$ cat config.mk
export PLATFORM = sky130hd
export DESIGN_NAME = reflet_gpio_scanner
export DESIGN_NICKNAME = d
export VERILOG_FILES = /design/src/rtl/reflet_gpio_scanner.sv
export SDC_FILE = /design/constraint.sdc
export NUM_CORES = 1
export LEC_CHECK = 0
export BUFFER_PORTS_ARGS = -buffer_cell sky130_fd_sc_hd__buf_2
export CELL_PAD_IN_SITES_DETAIL_PLACEMENT = 1
export CELL_PAD_IN_SITES_GLOBAL_PLACEMENT = 1
export CORE_MARGIN = 1.5
export CORE_UTILIZATION = 45
export CTS_CLUSTER_SIZE = 14
export DETAILED_ROUTE_END_ITERATION = 7
export GPL_TIMING_DRIVEN = 0
export HOLD_SLACK_MARGIN = 0.15
export MAX_ROUTING_LAYER = met4
export PLACE_DENSITY = 0.91
export SETUP_SLACK_MARGIN = 0.15
export SLEW_MARGIN = 10
export SYNTH_ARGS = -nofsm -noshare
export SYNTH_HDL_FRONTEND = slang
export SYNTH_SLANG_ARGS = --single-unit
$ cat constraint.sdc
create_clock -name clk -period 5.7 [get_ports clk]
set_clock_uncertainty 0.15 [all_clocks]
set_input_delay 1.71 -clock clk [delete_from_list [all_inputs] [get_ports clk]]
set_output_delay 1.71 -clock clk [all_outputs]
set_load 0.05 [all_outputs]
$ cat src/rtl/reflet_gpio_scanner.sv
// reflet_gpio_scanner
// Sequences an addressable single-bit IO port. It periodically scans every
// input line into a snapshot register, flags lines whose level changed since
// the previous snapshot, and arbitrates single-line output writes between
// scans.
//
// Ports
//   clk, reset           clock, asynchronous active-high reset
//   enable               allows periodic scans to start (writes are always served)
//   io_addr              line index presented to the IO block
//   io_gpi_read          input level of line io_addr (combinational, same cycle)
//   io_gpo_write         value to store into output line io_addr
//   io_edit_gpo          one-cycle store strobe for io_gpo_write
//   snapshot             last committed scan result, bit k = line k
//   pending, change_irq  changed-line mask and its OR
//   irq_ack              one-cycle pulse clearing pending
//   wr_req/wr_idx/wr_val write request, held until wr_ack
//   wr_ack               one-cycle write completion pulse
//   busy                 high while scanning or writing
module reflet_gpio_scanner #(
  parameter int number_of_io = 16,
  parameter int addr_size    = 6,
  parameter int scan_period  = 64
) (
  input  logic                    clk,
  input  logic                    reset,
  input  logic                    enable,
  output logic [addr_size-1:0]    io_addr,
  input  logic                    io_gpi_read,
  output logic                    io_gpo_write,
  output logic                    io_edit_gpo,
  output logic [number_of_io-1:0] snapshot,
  output logic                    change_irq,
  output logic [number_of_io-1:0] pending,
  input  logic                    irq_ack,
  input  logic                    wr_req,
  input  logic [addr_size-1:0]    wr_idx,
  input  logic                    wr_val,
  output logic                    wr_ack,
  output logic                    busy
);

  localparam int CNT_W = (scan_period > 2) ? $clog2(scan_period) : 1;
  localparam logic [CNT_W-1:0]     CNT_LOAD = CNT_W'(scan_period - 1);
  localparam logic [addr_size-1:0] LAST_IDX = addr_size'(number_of_io - 1);
  localparam logic [addr_size:0]   NIO      = (addr_size + 1)'(number_of_io);

  typedef enum logic [1:0] {IDLE, SCAN, WRITE} state_t;

  state_t                  state, state_next;
  logic [CNT_W-1:0]        cnt;
  logic [addr_size-1:0]    scan_idx;
  logic [addr_size-1:0]    wr_idx_q;
  logic                    wr_val_q;
  logic [number_of_io-1:0] shadow;
  logic [number_of_io-1:0] shadow_cap;
  logic [number_of_io-1:0] pend_base;
  logic                    scan_last;
  logic                    wr_take;
  logic                    idx_ok;

  assign scan_last  = (scan_idx == LAST_IDX);
  // During the ack cycle the requester still holds wr_req; it must not
  // launch a second write.
  assign wr_take    = wr_req && !wr_ack;
  assign idx_ok     = ({1'b0, wr_idx_q} < NIO);
  assign busy       = (state != IDLE);
  assign change_irq = |pending;
  assign pend_base  = irq_ack ? '0 : pending;

  // Shadow including the line sampled this cycle, so the final capture and
  // the commit can share one edge.
  always_comb begin
    shadow_cap = shadow;
    for (int k = 0; k < number_of_io; k++) begin
      if (scan_idx == addr_size'(k)) shadow_cap[k] = io_gpi_read;
    end
  end

  always_ff @(posedge clk or posedge reset) begin
    if (reset) state <= IDLE;
    else       state <= state_next;
  end

  always_comb begin
    state_next   = state;
    io_addr      = '0;
    io_gpo_write = 1'b0;
    io_edit_gpo  = 1'b0;
    case (state)
      IDLE: begin
        if (wr_take)                      state_next = WRITE;
        else if (cnt == '0 && enable)     state_next = SCAN;
      end
      SCAN: begin
        io_addr = scan_idx;
        // A write held through the scan runs right after the final capture.
        if (scan_last) state_next = wr_req ? WRITE : IDLE;
      end
      WRITE: begin
        io_addr      = wr_idx_q;
        io_gpo_write = wr_val_q;
        io_edit_gpo  = idx_ok;
        state_next   = IDLE;
      end
      default: state_next = IDLE;
    endcase
  end

  always_ff @(posedge clk or posedge reset) begin
    if (reset) begin
      cnt      <= CNT_LOAD;
      scan_idx <= '0;
      shadow   <= '0;
      snapshot <= '0;
      pending  <= '0;
      wr_idx_q <= '0;
      wr_val_q <= 1'b0;
      wr_ack   <= 1'b0;
    end else begin
      wr_ack <= (state == WRITE);

      // Held at the reload value while busy so every return to IDLE restarts
      // the full period.
      if (state != IDLE)  cnt <= CNT_LOAD;
      else if (cnt != '0) cnt <= cnt - CNT_W'(1);

      if (state == SCAN && !scan_last) scan_idx <= scan_idx + addr_size'(1);
      else                             scan_idx <= '0;

      if (state == SCAN) shadow <= shadow_cap;

      if (state == SCAN && scan_last) begin
        snapshot <= shadow_cap;
        pending  <= pend_base | (shadow_cap ^ snapshot);
      end else begin
        pending  <= pend_base;
      end

      if (state_next == WRITE && state != WRITE) begin
        wr_idx_q <= wr_idx;
        wr_val_q <= wr_val;
      end
    end
  end

endmodule

==> flow_summary.yaml <==
global_routing:
  antenna_found_initial: 0
  grt_max_degree: 48
  grt_pass1_vias: 2935
  grt_overflow: 0
  grt_pass1_wl_um: 14400
  grt_usage: 0.249
sta:
  finalCritPeriodShare: 0.704
  fmax_mhz: 249
  fin_crit_ns: 4.01
  slew_headroom: 0.623
  hold_violations: 0
  final-max-slew-violation-count: 0
  worstMarginPinSlew_ns: 0.565
  fin_setup_tns_ns: 0
  finalSetupViolCount: 0
  setup_ws_ns: 1.69
  rsz0062_at_grt: "false"
die:
  die_w_um: 89.5
  die_h_um: 89.5
  pin_count: 56
  num_rows: 31
  die-area_um2: 8020
  coreArea_um2: 7250
  initial_core_util: 0.465
layout:
  seq_area_um2: 1730
  nNetsFinal: 416
  post-route-util: 0.550
  n_antenna_cell: 0
  fill_cells: 827
  multi_input_area_um2: 1450
  drive_gt1_frac: 0.246
  syn_to_final_growth_pct: 18.3
  finalNonFillerCells: 498
power_and_ir_drop:
  power_switching_uw: 481
  p_comb_frac: 0.268
  p_sw_frac: 0.352
  p_leak_uw: 0.00192
  clockPowerShare: 0.296
  internal_power_uw: 884
  seqPwrFrac: 0.436
  p_per_area_nw_per_um2: 342
  ir_drop_mv: 0.194
  finalPower_uw: 1360
setup_path:
  reg2reg_to: "wr_idx_q[1]$_DFFE_PP0P_"
  worstPathMaxFanout: 10
  worstSetupPathType: "reg2out"
  required_ns: 3.84
  r2r_start: "scan_idx[0]$_DFF_PP0_"
  ff2ff_setup_slack_ns: 3.06
  cp-endpoint: "io_addr[5]"
  startpoint: "state[1]$_DFF_PP0_"
  endpoint_kind: "output port"
  reg2regPathDepth: 6
  start_kind: "register"
  arrival_ns: 2.15
cts:
  clk_latency_ns: 0.35
  numCtsBuffers: 9
  clockRootBuffer: "clkbuf_8"
  htree_levels: 3
  cts_resized: 0
  cts_hold_buf: 0
  cts.clk_slew.worst_paths_ns: 0.07
  clock-sinks: 69
  clockBufferDepth: 2
  post_cts_buffers: 0
  cts_tree: "built"
synthesis:
  yosysSeqAreaShare: 0.515
  synth.distinct_cells: 40
  synth_fp_nets: 351
  yosysWarningCount: 0
  synth_cells: 329
  avgSynthCellArea_um2: 10.2
  ys_ff_latch: 69
  synthesis.area_um2: 3370
placement:
  post-place-cells: 482
  gp_congestion: 0.773
  io_buffers: 53
  hpwl_um: 6170
  place_ws_ns: 2.05
drt:
  wl_met3_um: 203
  wl_per_cell_um: 17.6
  drc: 0
  top_layer: "met4"
  detail_route.first_pass.iterations: 4
  wl_met2_um: 4660
  vias: 2656
  postRouteAntennaNets: 0
  avgViaCountPerCell: 5.33
  wl_met1_um: 3750
  drt_wl_total_um: 8770
  drt_iter0_drc: 139
worst_hold_path:
  hp-class: "reg2reg"
job:
  drv_cap: 0
status:
  status: "completed"
## cells in the mapped netlist
cell	count	share of area
nand3b_1	1	0.0022
nor3b_1	1	0.0022
buf_1	3	0.0033
a221oi_4	1	0.0078
and2_2	1	0.0022
nand3_1	15	0.022
nand3_4	1	0.0052
buf_4	3	0.0067
and2_1	3	0.0056
buf_6	1	0.0033
ha_1	9	0.033
o22ai_1	16	0.030
and3b_1	1	0.0026
o21ai_2	1	0.0026
buf_2	1	0.0015
dfstp_2	6	0.047
a22oi_2	1	0.0037
a21oi_1	16	0.024
nand4_1	4	0.0074
a22oi_1	6	0.013
nor2b_1	10	0.019
xor2_1	20	0.052
dfrtp_1	63	0.47
nor4_1	4	0.0074
o221ai_1	1	0.0026
clkbuf_1	12	0.013
nand2b_1	1	0.0019
o31a_2	1	0.0030
nor3_1	3	0.0045
inv_1	25	0.028
mux2i_1	15	0.045
nand2_1	27	0.030
nor2_1	22	0.025
o31ai_2	1	0.0037
nor4b_4	1	0.0071
o21ai_0	20	0.030
xnor2_1	3	0.0078
or3_1	1	0.0019
mux2_2	7	0.023
a31o_2	1	0.0026
## cell usage in the layout, fill, tap and decap left out, drive strengths merged, types with 2 or more instances in the layout
cell and instances:
dfrtp 63, buf 62, nand2 27, inv 26, nor2 22, o21ai 21, clkbuf 21, xor2 20
a21oi 16, o22ai 16, nand3 16, mux2i 15, nor2b 10, ha 9, mux2 7, a22oi 7
dfstp 6, nand4 4, nor4 4, and2 4, nor3 3, xnor2 3, clkinvlp 3, clkinv 2
## worst max-delay path: stages, from the launching register on
cell and delay, ns:
dfrtp_1 0.43, inv_1 0.10, ha_1 0.27, clkbuf_1 0.39
a22oi_1 0.17, nor2b_1 0.16, buf_2 0.28
## per-layer routing
layer,vias up,GRT usage
li1,1248,-
met1,1354,0.295
met2,37,0.427
met3,17,0.0397
met4,0,0.0937
met5,-,-
## state kept, by name, summed over array words and instances, names as in the netlist
name	cells
pending	16
wr_ack	1
snapshot	16
shadow	15
cnt	6
wr_idx_q	6
state	2
scan_idx	6
wr_val_q	1
## area by class of cell
cell class	instances	share of cell area
Inverter	25	0.0242
Clock inverter	7	0.0188
Timing Repair Buffer	54	0.0734
Sequential cell	69	0.435
Clock buffer	9	0.0311
Buffer	20	0.0238
Multi-Input combinational cell	215	0.363
Tap cell	99	0.0311
## kinds of logic (layout without fill, tap and decap cells)
family	count (synthesis)	after routing	share of synthesized area
multiplexers	22	22	0.0680
AND/OR/NAND/NOR	96	96	0.146
flip-flops	69	69	0.515
XOR/XNOR	23	23	0.0598
buffers and inverters	45	115	0.0561
adder cells (fa/ha/maj)	9	9	0.0334
AO/OA/AOI/OAI	65	65	0.123
## power by group through the flow
stage / clock [uW] / combinational, uW / sequential, uW
6_report: 403 / 366 / 595
5_1_grt: 426 / 398 / 604
4_1_cts: 410 / 370 / 595
3_5_place_dp: 0 / 367 / 604
3_3_place_gp: 0 / 345 / 598
2_1_floorplan: 0 / 253 / 624
## stage by stage
step	area (um^2)	hold WS (ns)
after floorplan	3370	0.323
after global placement	3760	0.331
after detailed placement	3790	0.346
after CTS	3990	0.363
after global routing	3990	0.395
final	3990	0.359
## worst min-delay path by stage
stage                                 start                       to  slack [ns]  cells after the start
finish                 wr_val_q$_DFFE_PP0P_     wr_val_q$_DFFE_PP0P_        0.36                      1
global route        wr_idx_q[2]$_DFFE_PP0P_  wr_idx_q[2]$_DFFE_PP0P_        0.39                      1
CTS                    wr_val_q$_DFFE_PP0P_     wr_val_q$_DFFE_PP0P_        0.36                      1
detailed placement     wr_val_q$_DFFE_PP0P_     wr_val_q$_DFFE_PP0P_        0.35                      1
global placement       wr_val_q$_DFFE_PP0P_     wr_val_q$_DFFE_PP0P_        0.33                      1
floorplan              wr_val_q$_DFFE_PP0P_     wr_val_q$_DFFE_PP0P_        0.32                      1
Note: power is estimated with default switching activity, not from simulation.
